<file path="src/rtl/mips_int_pkg.sv">
// mips_int_pkg: shared sizes, vector map, FSM states and priority helpers for int_priority_ctrl
package mips_int_pkg;
  localparam int NUM_SRC = 3;
  localparam int ID_W = (NUM_SRC > 1) ? $clog2(NUM_SRC) : 1;
  localparam logic [31:0] VEC_BASE = 32'h0000_0200;
  localparam logic [31:0] VEC_STRIDE = 32'h0000_0040;

  typedef enum logic {IDLE, REQ} state_t;

  // Index of the highest set bit; 0 when the vector is empty
  function automatic logic [ID_W-1:0] hi_idx(input logic [NUM_SRC-1:0] v);
    logic [ID_W-1:0] r;
    r = '0;
    for (int i = 0; i < NUM_SRC; i++) if (v[i]) r = ID_W'(i);
    return r;
  endfunction

  function automatic logic [31:0] vec_of(input logic [ID_W-1:0] id);
    return VEC_BASE + 32'(id) * VEC_STRIDE;
  endfunction
endpackage

</file>
<file path="src/rtl/int_priority_ctrl_if.sv">
// int_priority_ctrl_if: CPU-side request/ack, mask and status bundle of the interrupt controller
interface int_priority_ctrl_if;
  import mips_int_pkg::*;
  logic [NUM_SRC-1:0] irq_in;
  logic               ie;
  logic               mask_we;
  logic [NUM_SRC-1:0] mask_wdata;
  logic [NUM_SRC-1:0] mask_q;
  logic [NUM_SRC-1:0] pending_q;
  logic               irq_req;
  logic [ID_W-1:0]    irq_id;
  logic [31:0]        irq_vec;
  logic               irq_ack;
  logic               eret;
  logic [NUM_SRC-1:0] inter_running;
  logic               spurious_eret;

  modport master (
    output irq_in, ie, mask_we, mask_wdata, irq_ack, eret,
    input  mask_q, pending_q, irq_req, irq_id, irq_vec, inter_running, spurious_eret
  );

  modport slave (
    input  irq_in, ie, mask_we, mask_wdata, irq_ack, eret,
    output mask_q, pending_q, irq_req, irq_id, irq_vec, inter_running, spurious_eret
  );
endinterface

</file>
<file path="src/rtl/irq_edge_sync.sv">
// irq_edge_sync: multi-flop synchroniser plus edge detector giving a one-cycle rise pulse
module irq_edge_sync #(
  parameter int SYNC_STAGES = 2
) (
  input  logic clk,
  input  logic clr_n,
  input  logic i_irq,
  output logic o_rise
);
  logic [SYNC_STAGES-1:0] r_sync;
  logic                   r_prev;

  // Shift the raw input through the synchroniser and remember the last synchronised level
  always_ff @(posedge clk or negedge clr_n) begin
    if (!clr_n) begin
      r_sync <= '0;
      r_prev <= 1'b0;
    end else begin
      r_sync <= {r_sync[SYNC_STAGES-2:0], i_irq};
      r_prev <= r_sync[SYNC_STAGES-1];
    end
  end

  assign o_rise = r_sync[SYNC_STAGES-1] & ~r_prev;
endmodule

</file>
<file path="src/rtl/int_priority_ctrl.sv">
// int_priority_ctrl: prioritised vectored interrupt controller; INT_NEST_EN enables preemptive nesting
module int_priority_ctrl import mips_int_pkg::*; #(
  parameter int SYNC_STAGES = 2
) (
  input logic          clk,
  input logic          clr_n,
  int_priority_ctrl_if.slave bus
);
  state_t             r_state, w_next_state;
  logic [NUM_SRC-1:0] r_mask, r_pending, r_ir;
  logic [NUM_SRC-1:0] w_rise, w_elig, w_ack_oh, w_ir_eret;
  logic [ID_W-1:0]    r_id, w_win;
  logic [31:0]        r_vec;
  logic               r_spur, w_req, w_load, w_ack, w_withdraw;

  for (genvar g = 0; g < NUM_SRC; g++) begin : g_sync
    irq_edge_sync #(.SYNC_STAGES(SYNC_STAGES)) u_sync (
      .clk    (clk),
      .clr_n  (clr_n),
      .i_irq  (bus.irq_in[g]),
      .o_rise (w_rise[g])
    );
  end

`ifdef INT_NEST_EN
  logic [NUM_SRC-1:0] w_above;

  // A source may preempt only if no in-service bit sits at or above its index
  always_comb begin
    w_above = '0;
    for (int i = 0; i < NUM_SRC; i++) w_above[i] = (r_ir >> i) == '0;
  end

  assign w_elig    = bus.ie ? (r_pending & r_mask & w_above) : '0;
  assign w_ir_eret = bus.eret ? (r_ir & ~(NUM_SRC'(1) << hi_idx(r_ir))) : r_ir;
`else
  assign w_elig    = (bus.ie && r_ir == '0) ? (r_pending & r_mask) : '0;
  assign w_ir_eret = bus.eret ? '0 : r_ir;
`endif

  assign w_win      = hi_idx(w_elig);
  assign w_ack      = w_req & bus.irq_ack;
  assign w_withdraw = ~bus.ie | ~r_mask[r_id];
  assign w_ack_oh   = w_ack ? (NUM_SRC'(1) << r_id) : '0;

  // FSM state register
  always_ff @(posedge clk or negedge clr_n) begin
    if (!clr_n) r_state <= IDLE;
    else r_state <= w_next_state;
  end

  // FSM next state: arbitrate in IDLE, hold the frozen grant in REQ until ack or withdrawal
  always_comb begin
    w_next_state = (r_state == IDLE) ? ((w_elig != '0) ? REQ : IDLE)
                                     : ((w_ack | w_withdraw) ? IDLE : REQ);
  end

  // FSM outputs: request level and grant-latch strobe
  always_comb begin
    w_req  = r_state == REQ;
    w_load = (r_state == IDLE) && (w_elig != '0);
  end

  // Mask, pending, in-service, grant and spurious-eret registers; new edges win over the ack clear
  always_ff @(posedge clk or negedge clr_n) begin
    if (!clr_n) begin
      r_mask    <= '1;
      r_pending <= '0;
      r_ir      <= '0;
      r_id      <= '0;
      r_vec     <= '0;
      r_spur    <= 1'b0;
    end else begin
      if (bus.mask_we) r_mask <= bus.mask_wdata;
      r_pending <= (r_pending & ~w_ack_oh) | w_rise;
      r_ir      <= w_ir_eret | w_ack_oh;
      r_spur    <= bus.eret & (r_ir == '0);
      if (w_load) begin
        r_id  <= w_win;
        r_vec <= vec_of(w_win);
      end
    end
  end

  assign bus.mask_q        = r_mask;
  assign bus.pending_q     = r_pending;
  assign bus.irq_req       = w_req;
  assign bus.irq_id        = r_id;
  assign bus.irq_vec       = r_vec;
  assign bus.inter_running = r_ir;
  assign bus.spurious_eret = r_spur;
endmodule

</file>
<file path="src/flat_wrapper.sv">
// flat-port wrapper written by rule: the top's interface ports become plain ports
module int_priority_ctrl_flat import mips_int_pkg::*;
#(
  parameter int SYNC_STAGES = 2
)
  (clk, clr_n, bus_irq_in, bus_ie, bus_mask_we, bus_mask_wdata, bus_irq_ack, bus_eret, bus_mask_q, bus_pending_q, bus_irq_req, bus_irq_id, bus_irq_vec, bus_inter_running, bus_spurious_eret);
  int_priority_ctrl_if bus_i ();
  input logic clk;
  input logic clr_n;
  input wire logic [$bits(bus_i.irq_in)-1:0] bus_irq_in;
  input wire logic [$bits(bus_i.ie)-1:0] bus_ie;
  input wire logic [$bits(bus_i.mask_we)-1:0] bus_mask_we;
  input wire logic [$bits(bus_i.mask_wdata)-1:0] bus_mask_wdata;
  input wire logic [$bits(bus_i.irq_ack)-1:0] bus_irq_ack;
  input wire logic [$bits(bus_i.eret)-1:0] bus_eret;
  output wire logic [$bits(bus_i.mask_q)-1:0] bus_mask_q;
  output wire logic [$bits(bus_i.pending_q)-1:0] bus_pending_q;
  output wire logic [$bits(bus_i.irq_req)-1:0] bus_irq_req;
  output wire logic [$bits(bus_i.irq_id)-1:0] bus_irq_id;
  output wire logic [$bits(bus_i.irq_vec)-1:0] bus_irq_vec;
  output wire logic [$bits(bus_i.inter_running)-1:0] bus_inter_running;
  output wire logic [$bits(bus_i.spurious_eret)-1:0] bus_spurious_eret;
  assign bus_i.irq_in = bus_irq_in;
  assign bus_i.ie = bus_ie;
  assign bus_i.mask_we = bus_mask_we;
  assign bus_i.mask_wdata = bus_mask_wdata;
  assign bus_i.irq_ack = bus_irq_ack;
  assign bus_i.eret = bus_eret;
  assign bus_mask_q = bus_i.mask_q;
  assign bus_pending_q = bus_i.pending_q;
  assign bus_irq_req = bus_i.irq_req;
  assign bus_irq_id = bus_i.irq_id;
  assign bus_irq_vec = bus_i.irq_vec;
  assign bus_inter_running = bus_i.inter_running;
  assign bus_spurious_eret = bus_i.spurious_eret;
  int_priority_ctrl #(.SYNC_STAGES(SYNC_STAGES)) u_core (.clk(clk), .clr_n(clr_n), .bus(bus_i));
endmodule
</file>
<file path="config.mk">
export PLATFORM = sky130hd
export DESIGN_NAME = int_priority_ctrl_flat
export DESIGN_NICKNAME = d
export VERILOG_FILES = /design/src/rtl/mips_int_pkg.sv /design/src/rtl/int_priority_ctrl_if.sv /design/src/rtl/irq_edge_sync.sv /design/src/rtl/int_priority_ctrl.sv /design/src/flat_wrapper.sv
export SDC_FILE = /design/constraint.sdc
export NUM_CORES = 1
export LEC_CHECK = 0
export CAP_MARGIN = 5
export CORE_ASPECT_RATIO = 1.4
export CORE_MARGIN = 8
export CORE_UTILIZATION = 38
export DETAILED_ROUTE_END_ITERATION = 8
export PLACE_DENSITY = 0.84
export SLEW_MARGIN = 15
export SYNTH_ARGS = -nofsm -noshare
export SYNTH_HDL_FRONTEND = slang
export SYNTH_SLANG_ARGS = --single-unit
</file>
<file path="constraint.sdc">
create_clock -name clk -period 1.8 [get_ports clk]
set_clock_uncertainty 0.15 [all_clocks]
set_input_delay 0.18 -clock clk [delete_from_list [all_inputs] [get_ports clk]]
set_output_delay 0.18 -clock clk [all_outputs]
set_load 0.005 [all_outputs]
</file>
-- After elaboration in Yosys (flattened, before gate mapping)
Cells that the tools add are included.
Widths: inputs -> output; s select.
- muxes and demuxes: 10
- $add $sub $neg: 1
- bitwise operators: 18
- reduce and logical (&&, ||, !) cells: 4
- magnitude comparators: 1
- shift-type cells: 1
- operator list (cell ; number):
    $add 10x8->11 const A ; 1
    $mux 3 ; 3
    $and 3x3->3 ; 2
    $not 1->1 ; 6
    $or 3x3->3 ; 2
    $and 1x1->1 ; 5
    $mux 1 ; 5
    $logic_not 3->1 ; 1
    $lt 2x3->1 const B ; 1
    $not 3->3 ; 1
    $reduce_bool 3->1 ; 1
    $shl 1x2->3 const A ; 1
    $bmux 1 s2 ; 1
    $logic_and 1x1->1 ; 2
    $mux 2 ; 1
    $or 1x1->1 ; 2
- logic and storage cells: 48
- output and inout port bits: 45
- register bits: 54

-- Logic depth before layout (Yosys ltp)
- depth in word-level cells: 7
- mapped depth: 3
- mapped depth without buffers: 3

-- Modules after synthesis
A second synthesis with hierarchy kept.
- cells, all modules: 92
- area, all modules: 1082.3 µm²
- modules (own cells, without submodules) (module ; area each (µm²) ; cells each ; seq. area each (µm²) ; instances):
    int_priority_ctrl ; 815.8 ; 80 ; 354.1 ; 1
    irq_edge_sync ; 88.8 ; 4 ; 75.1 ; 3

-- Least setup slack after synthesis
Ideal clock, no wire load.
- path type: reg-to-reg
- start: reg u_core.r_ir[1], in the netlist u_core.bus.inter_running[1]
- end: reg u_core.r_id[0], in the netlist u_core.bus.irq_id[0]
- setup slack: 285 ps
- stages on the path, launching flop included: 4
- period minus slack after synthesis: 1515 ps
- path buffers: 0
- setup time: 118 ps
- arrival time: 1247 ps
- cell sequence: dfrtp_1 or3_4 a211o_1 a21o_1
- cells in the longest elaborated chain, start to end: 5
- elaborated cells on any way between the ends: 7
- classes of those cells: mux: 3; reduce/logical: 4
- ends and longest elaborated chain (element ; line ; text):
    from (decl) ; int_priority_ctrl.sv:10 ; logic [NUM_SRC-1:0] r_mask, r_pending, r_ir;
    from (signal assigned) ; int_priority_ctrl.sv:76 ; r_ir <= w_ir_eret | w_ack_oh;
    $logic_not 3->1 * ; int_priority_ctrl.sv:37 ; assign w_elig = (bus.ie && r_ir == '0) ? (r_pending & r_mask) : '0;
    $logic_and 1x1->1 * ; int_priority_ctrl.sv:37 ;
    $mux 3 * ; int_priority_ctrl.sv:37 ;
    $mux 1 / $reduce_bool 3->1 (equally long branches) ; mips_int_pkg.sv:14, int_priority_ctrl.sv:61 ;
    $mux 2 / $logic_and 1x1->1 (equally long branches) ; mips_int_pkg.sv:14, int_priority_ctrl.sv:61 ;
    to (signal assigned) ; int_priority_ctrl.sv:79 ; r_id <= w_win;
    to (decl) ; int_priority_ctrl.sv:12 ; logic [ID_W-1:0] r_id, w_win;
Every way passes the cells marked *; elsewhere a longest branch is shown, timed or not.
A chain may end at the register's enable or synchronous reset.

-- Worst setup path after layout
- start: reg u_core.r_mask[1], in the netlist u_core.bus.mask_q[1]
- end: out bus_mask_q[1]
- RTL lines (element ; line ; text):
    from (decl) ; int_priority_ctrl.sv:10 ;
    from (signal assigned) ; int_priority_ctrl.sv:74 ; if (bus.mask_we) r_mask <= bus.mask_wdata;
    to (decl) ; flat_wrapper.sv:16 ; output wire logic [$bits(bus_i.mask_q)-1:0] bus_mask_q;
No word-level cell between the ends.

==> impl_results.md <==
- Routed wl met3: 328 µm
- Leak Pwr: 0.595 nW
- Post-synth cell types: 22
- H-tree depth: 1
- Total number of vias: 667
- Die X: 60.7 µm
- Die height: 78.6 µm
- Layout Cells excl Fill: 158
- Routed metal-1 wirelength: 714 µm
- Die Area: 4770 µm²
- TritonCTS buffer count: 3
- Hold buffer count at CTS: 0
- Final Slew Violations: 0
- Wire length on met2: 929 µm
- Synth Register Bits: 23
- Filler cells: 256
- Hold Crit Class: primary input to asynchronous set/reset pin
- Crit path buf inv count: 1
- Worst path depth: 1
- Layout cells sized above 1: 10.7%
- Max Fclk: 578 MHz
- Post-CTS Setup Bufs: 0
- Worst-path fanout max: 5
- VDD IR max: 0.680 mV
- All-layer global routing usage: 8.24%
- Crit start category: register
- Clock transition at path regs: 0.12 ns
- Max-cap viol count: 0
- RR Endpoint: u_core.bus.irq_id[0]$_DFFE_PN0P_
- Gpl congestion: 0.836
- Initial antenna violation count: 0
- Crit end category: output pin
- Final instance area: 1290 µm²
- Wire length per cell: 12.6 µm
- Cells after synthesis: 93
- Register area: 581 µm²
- Ant. Diodes: 0
- Residual DRC: 0
- TNS Setup: 0 ns
- Placed instance count: 154
- Final WL: 1.99 mm
- Vias per cell: 4.22
- ANT nets after route: 0
- RSZ-0062 raised after global routing: no
- Vias in the first global route: 671
- Starting Density: 40.2%
- CP required: 1.47 ns
- Placement Cell Area: 1260 µm²
- P per Cell Area: 1130 nW/µm²
- Top routing layer used: met4
- Crit Path Class: register to output pin
- Final net count: 135
- Area grow syn2layout: 21.1%
- Top delay family on crit path: flip-flops
- Fin crit share: 96.1%
- First-pass GRT wire length: 3.11 mm
- Status: finished, final reports clean
- I/O pin count: 57
- Commonest non-fill, non-tap cell in the layout: conb_1
- Crit path DAT: 1.40 ns
- Slowest CP cell: dfstp_2
- Fin crit period: 1.73 ns
- Worst Reg-to-Reg Cells: 3
- Largest net degree at the start of global routing: 24
- Clock buffer depth: 2
- Clock sinks: 23
- IO Port Bufs: 27
- Grt ovf: 0
- Final setup fails: 0
- Dpl hpwl: 1.61 mm
- Sequential-to-total area share from yosys stat: 54.5%
- Avg Inst Size Synth: 11.4 µm²
- Most frequent cells in the layout: conb_1 (29), clkdlybuf4s50_1 (27), dfrtp_1 (19)
- Resized cells post-CTS: 0
- Final Hold Vio Count: 0
- Worst-Skew Late Latency: 0.30 ns
- # rows: 22
- Synth Cell Area: 1060 µm²
- Yosys warning count: 0
- Clock Tree Root: clkbuf_4
- Worst path cell trace: clkdlybuf4s50_1
- DR iter-0 viols: 15
- R2R Path Start: u_core.bus.inter_running[1]$_DFF_PN0_
- Worst R2R Setup Slack: 0.25 ns
- Largest stage delay, worst path: 0.58 ns
- Core area: 2640 µm²
- Multi-input gate area: 334 µm²
- TritonRoute pass-1 iters: 4
- CTS tree: built
flip-flops by register name (all words and copies together) (netlist names), 2 cells and up:
name	flops
u_core.g_sync.u_sync.r_sync	6
u_core.bus.pending_q	3
u_core.bus.inter_running	3
u_core.g_sync.u_sync.r_prev	3
u_core.bus.irq_vec	2
u_core.bus.mask_q	3
kinds of logic (layout without fill, tap and decap cells):
group                  count (synthesis)  after routing  share of synthesized area [%]
and+or+nand+nor                       14             14                           8.35
other                                  1             29                          0.353
DFF                                   23             23                           54.5
buffers and inverters                 37             38                           24.0
muxes                                  4              4                           4.12
AOI/OAI and AO/OA                     14             14                           8.71
metal layers:
metal / global-route usage, % / vias to the layer above
met5: 0 / -
met4: 2.11 / 0
li1: - / 307
met1: 9.22 / 315
met2: 13.6 / 43
met3: 3.75 / 2
layout make-up:
type	instances	share of cell area, %
inverters	6	1.75
well taps	36	3.50
clock inverters	1	0.389
multi-input cells	61	25.9
repair buffers	28	21.6
clock buffers	3	1.75
flip-flops and latches	23	45.1
worst max-delay path by stage:
stage | slack (ns) | to | startpoint
after floorplan | 0.29 | u_core.bus.irq_id[0]$_DFFE_PN0P_ | u_core.bus.inter_running[1]$_DFF_PN0_
after global placement | 0.28 | u_core.bus.irq_id[0]$_DFFE_PN0P_ | u_core.bus.inter_running[1]$_DFF_PN0_
after detailed placement | 0.26 | u_core.bus.irq_id[0]$_DFFE_PN0P_ | u_core.bus.inter_running[1]$_DFF_PN0_
after CTS | 0.04 | bus_mask_q[1] | u_core.bus.mask_q[1]$_DFFE_PN1P_
after global routing | 0.003 | bus_mask_q[0] | u_core.bus.mask_q[0]$_DFFE_PN1P_
final | 0.07 | bus_mask_q[1] | u_core.bus.mask_q[1]$_DFFE_PN1P_
cell usage after synthesis:
library cell | n | area [µm²]
a211o_1 | 1 | 8.76
dfstp_2 | 3 | 78.8
dfrtp_1 | 20 | 500
buf_4 | 31 | 233
conb_1 | 1 | 3.75
o21a_1 | 1 | 7.51
or2b_1 | 1 | 7.51
nand4b_1 | 2 | 17.5
mux2i_1 | 1 | 10.0
o21ai_0 | 6 | 30.0
a21o_1 | 1 | 7.51
or3_4 | 1 | 11.3
nor2_1 | 1 | 3.75
o2bb2ai_1 | 1 | 8.76
mux2_2 | 3 | 33.8
nand2b_1 | 1 | 6.26
a22oi_1 | 1 | 7.51
inv_1 | 6 | 22.5
nand2_1 | 5 | 18.8
nand3b_1 | 2 | 15.0
nor4b_1 | 1 | 8.76
o31ai_1 | 3 | 22.5
metrics by stage:
stage | worst slack [ns] | hold WS, ns | power, mW | util [%]
2_1_floorplan | 0.285 | -0.266 | 0.994 | -
3_3_place_gp | 0.283 | 0.184 | 1.22 | 47.6
3_5_place_dp | 0.259 | 0.189 | 1.24 | 47.6
4_1_cts | 0.0401 | 0.0586 | 1.47 | 48.7
5_1_grt | 0.00286 | 0.0920 | 1.56 | 48.7
6_report | 0.0697 | 0.0607 | 1.45 | 48.7
where the power goes:
group	internal [mW]	switching, mW	total (mW)
clock network	0.0828	0.146	0.228
registers	0.621	0.109	0.729
logic	0.312	0.180	0.492
total	1.02	0.434	1.45
Power figures use the tool's default switching activity.
